[config.mk]
export PLATFORM = sky130hd
export DESIGN_NAME = nibble_add_seq
export DESIGN_NICKNAME = d
export VERILOG_FILES = /design/src/rtl/nibble_add_seq.sv
export SDC_FILE = /design/constraint.sdc
export NUM_CORES = 1
export LEC_CHECK = 0
export ABC_AREA = 1
export ABC_CLOCK_PERIOD_IN_PS = 2500
export BUFFER_PORTS_ARGS = -buffer_cell sky130_fd_sc_hd__buf_2
export CORE_MARGIN = 10
export CORE_UTILIZATION = 34
export DETAILED_ROUTE_END_ITERATION = 8
export PLACE_DENSITY = 0.61
export SLEW_MARGIN = 15
export SYNTH_ARGS = -nofsm -noshare
export SYNTH_HDL_FRONTEND = slang
export SYNTH_SLANG_ARGS = --single-unit
[constraint.sdc]
create_clock -name clk -period 2.5 [get_ports clk]
set_input_delay 0.125 -clock clk [delete_from_list [all_inputs] [get_ports clk]]
set_output_delay 0.125 -clock clk [all_outputs]
set_load 0.1 [all_outputs]
[src/rtl/nibble_add_seq.sv]
// Sequential add/subtract that pushes one nibble per cycle through a single
// 4-bit carry-lookahead slice, with a valid/ready handshake on each side.
module nibble_add_seq #(
    parameter int WIDTH = 16
) (
    input  logic             clk,
    input  logic             rst_n,
    input  logic             in_valid,
    output logic             in_ready,
    input  logic             op_sub,
    input  logic [WIDTH-1:0] a,
    input  logic [WIDTH-1:0] b,
    output logic             out_valid,
    input  logic             out_ready,
    output logic [WIDTH-1:0] result,
    output logic             carry_out,
    output logic             overflow,
    output logic             zero
);

    localparam int NIB  = WIDTH / 4;
    localparam int IDXW = (NIB > 1) ? $clog2(NIB) : 1;
    localparam logic [IDXW-1:0] LAST = IDXW'(NIB - 1);

    localparam logic [1:0] IDLE = 2'd0;
    localparam logic [1:0] RUN  = 2'd1;
    localparam logic [1:0] DONE = 2'd2;

    logic [1:0]       state_reg, state_next;
    logic [IDXW-1:0]  idx_reg;
    logic             carry_reg;
    logic [WIDTH-1:0] a_reg;
    logic [WIDTH-1:0] b_reg;
    logic [WIDTH-1:0] result_reg;
    logic             carry_out_reg;
    logic             overflow_reg;
    logic             zero_reg;

    logic [3:0] a_nib, b_nib, s_nib, g, p;
    logic [4:0] c;

    // Shared slice operands: the selected nibble of each latched operand.
    assign a_nib = a_reg[{idx_reg, 2'b00} +: 4];
    assign b_nib = b_reg[{idx_reg, 2'b00} +: 4];

    generate
        for (genvar gi = 0; gi < 4; gi++) begin : g_pg
            assign g[gi]     = a_nib[gi] & b_nib[gi];
            assign p[gi]     = a_nib[gi] ^ b_nib[gi];
            assign s_nib[gi] = p[gi] ^ c[gi];
        end
    endgenerate

    // Fully expanded lookahead carries; no carry ripples within the slice.
    assign c[0] = carry_reg;
    assign c[1] = g[0] | (p[0] & c[0]);
    assign c[2] = g[1] | (p[1] & g[0]) | (p[1] & p[0] & c[0]);
    assign c[3] = g[2] | (p[2] & g[1]) | (p[2] & p[1] & g[0])
                | (p[2] & p[1] & p[0] & c[0]);
    assign c[4] = g[3] | (p[3] & g[2]) | (p[3] & p[2] & g[1])
                | (p[3] & p[2] & p[1] & g[0])
                | (p[3] & p[2] & p[1] & p[0] & c[0]);

    always_comb begin
        state_next = state_reg;
        case (state_reg)
            IDLE:    if (in_valid)       state_next = RUN;
            RUN:     if (idx_reg == LAST) state_next = DONE;
            DONE:    if (out_ready)      state_next = IDLE;
            default:                     state_next = IDLE;
        endcase
    end

    always_ff @(posedge clk or negedge rst_n) begin
        if (!rst_n) begin
            state_reg     <= IDLE;
            idx_reg       <= '0;
            carry_reg     <= 1'b0;
            a_reg         <= '0;
            b_reg         <= '0;
            result_reg    <= '0;
            carry_out_reg <= 1'b0;
            overflow_reg  <= 1'b0;
            zero_reg      <= 1'b0;
        end else begin
            state_reg <= state_next;
            case (state_reg)
                IDLE: begin
                    if (in_valid) begin
                        a_reg     <= a;
                        b_reg     <= op_sub ? ~b : b;
                        carry_reg <= op_sub;
                        idx_reg   <= '0;
                    end
                end
                RUN: begin
                    result_reg[{idx_reg, 2'b00} +: 4] <= s_nib;
                    carry_reg <= c[4];
                    if (idx_reg == LAST) begin
                        idx_reg       <= '0;
                        carry_out_reg <= c[4];
                        // On the top nibble the slice MSBs are the operand MSBs.
                        overflow_reg  <= (a_nib[3] == b_nib[3]) && (s_nib[3] != a_nib[3]);
                        zero_reg      <= (result_reg[WIDTH-5:0] == '0) && (s_nib == 4'h0);
                    end else begin
                        idx_reg <= idx_reg + 1'b1;
                    end
                end
                default: ;
            endcase
        end
    end

    assign in_ready  = (state_reg == IDLE);
    assign out_valid = (state_reg == DONE);
    assign result    = result_reg;
    assign carry_out = carry_out_reg;
    assign overflow  = overflow_reg;
    assign zero      = zero_reg;

endmodule

==> metrics.cfg <==
[floorplanning]
die-height_um=113
start_util_pct=35.3
die_x_um=113
num_rows=33
io_pins=58
core_area_um2=8260
die_area_um2=12700

[clock_tree]
cts_root_buf=clkbuf_8
cts_buffer_depth=2
cts_tree=done
cts_sinks=56
path_clk_slew_ps=100
postCtsSetupBuffers=0
numCtsBuffers=5
clock_latency_ps=310
htreeDepth=2

[timing]
setup_violations=0
worstMarginPinSlew_ps=630
maxSlewViolCount=0
max_freq_ghz=0.450
layout_worst_path_cycle_share_pct=89.0
max-slew-margin-rel_pct=58.0
fin_setup_tns_ps=0
period_needed_ps=2220
clock_skew_ps=8.07
whs_ps=1.37
hold_violations=0

[cells_and_area]
fin_cells=507
final_common_cell=nand2_1
drive_above_1_share_pct=23.1
nNetsFinal=450
antenna_cells=0
final_cell_mix=nand2_1, buf_2, dfrtp_1
area.growth.synth_to_final_pct=17.1

[worst_setup_path]
worstSetupEndpointType=flop
timing.critical_path.arrival_ps=2480
start_kind=flop
critPathKind=flop to flop
worstPathRequired_ps=2760
crit_fanout=20

[placed_design]
io_buffers=57
dp.cells=497
gp_congestion=0.903
hpwlAfterDp_mm=5.28

[logic_synthesis]
ys_seq_area_share_pct=48.1
ys_ff_latch=56
synth_top_area_share_pct=48.1
syn_area_um2=2910
yosys_warnings=0
syn_area_per_cell_um2=8.46
ys_types=30
postSynthNetCount=393
synth_top_area_cell=dfrtp_1
yosys-top-cells-area=dfrtp_1, nand2_1, xnor2_1, ha_1, o21ai_0
syn_inst=344

[routing]
drt_iter0_markers=117
wirelength_mm=6.82
routed_wire_length_per_instance_um=13.4
vias_per_cell=4.62
ant_nets=0
drc=0
routed-via-count=2341
firstDrtPassIters=4

[run]
maxCapViolCount=0

[grt]
antenna_found_initial=0
gr-usage-all-layers_pct=10.7
grt_overflow=0
grt_pass1_vias=2420
grt_start_max_net_pins=48
grt_pass1_wl_mm=11.4

[run_status]
status=finished, final reports clean

[hold_path]
hp-class=primary input to flop

==> cells in the mapped netlist (all sizes together) <==
| cell type | n |
|---|---|
| or2 | 1 |
| o32ai | 1 |
| o21bai | 1 |
| nor3 | 1 |
| o31ai | 2 |
| ha | 11 |
| clkinv | 1 |
| xnor2 | 17 |
| nor2 | 33 |
| xor2 | 2 |
| a21oi | 2 |
| o211ai | 1 |
| fa | 1 |
| nand3 | 12 |
| nand2 | 105 |
| buf | 10 |
| o22ai | 14 |
| nand4 | 3 |
| o21ai | 39 |
| inv | 28 |
| clkbuf | 3 |
| dfrtp | 56 |
==> per-stage QoR <==
step / utilization, % / worst slack, ps / cell area (um2)
after global routing: 41.3 / -3.52 / 3410
after global placement: 39.7 / 297 / 3280
after CTS: 41.1 / 216 / 3390
after floorplan: - / 242 / 2910
final: 41.3 / 276 / 3410
after detailed placement: 39.7 / 230 / 3280
==> cell families after synthesis <==
kind of cell | synth area share (%)
xor gates and xnor gates | 5.72
AOI/OAI and AO/OA | 11.6
DFF | 48.1
and+or+nand+nor | 22.7
adders and majority gates | 5.41
buffers and inverters | 6.49
==> metal layers <==
layer  routed length (um)  part of all wire [%]  track usage (%)  vias to the layer above
li1                     -                     -                -                     1217
met1                 3220                    47             13.4                     1069
met2                 3160                    46             17.2                       47
met3                  350                   5.1             3.25                        8
met4                   82                   1.2             3.05                        0
met5                    0                     0                0                        -
==> critical path: stages, from the launching register on <==
cell     delay [ps]
dfrtp_1         450
buf_4           220
o21ai_0         190
o22ai_1         110
ha_1            370
nand2_1          80
nand2_1          70
nor2_2          140
nand2_1         100
nand2_1         100
nand3_2         100
nor2_2          120
nand2_1          60
nand2_1          50
==> timing repair <==
item                                    4_1_cts  5_1_grt
hold buffers                                  2        0
hold endpoints to repair                     28        0
gates resized for setup                       0        4
endpoints found under the setup margin        0        5
==> area by class of cell <==
class                   instances  area, um2
fillers                       849       4850
repair buffers                 63        335
inverters                      29        113
well taps                     105        131
multi-input cells             246       1330
flip-flops and latches         56       1400
clock buffers                   6       82.6
clock inverters                 2       10.0
==> worst paths after layout <==
path	start	to	slack [ps]	cells after the start
setup reg to reg	idx_reg[0]	result[15]	280	13
min in group asynchronous	rst_n	a_reg[1]	370	2
setup / recovery	idx_reg[0]	result[15]	280	13
max in group asynchronous	rst_n	idx_reg[1]	1310	3
hold / removal	a[0]	a_reg[0]	1	3
hold reg to reg	overflow	overflow	480	2
Power is left out: the tool's default activity adds up to more than one toggle a clock period on the data nets, which glitch-free logic cannot reach.
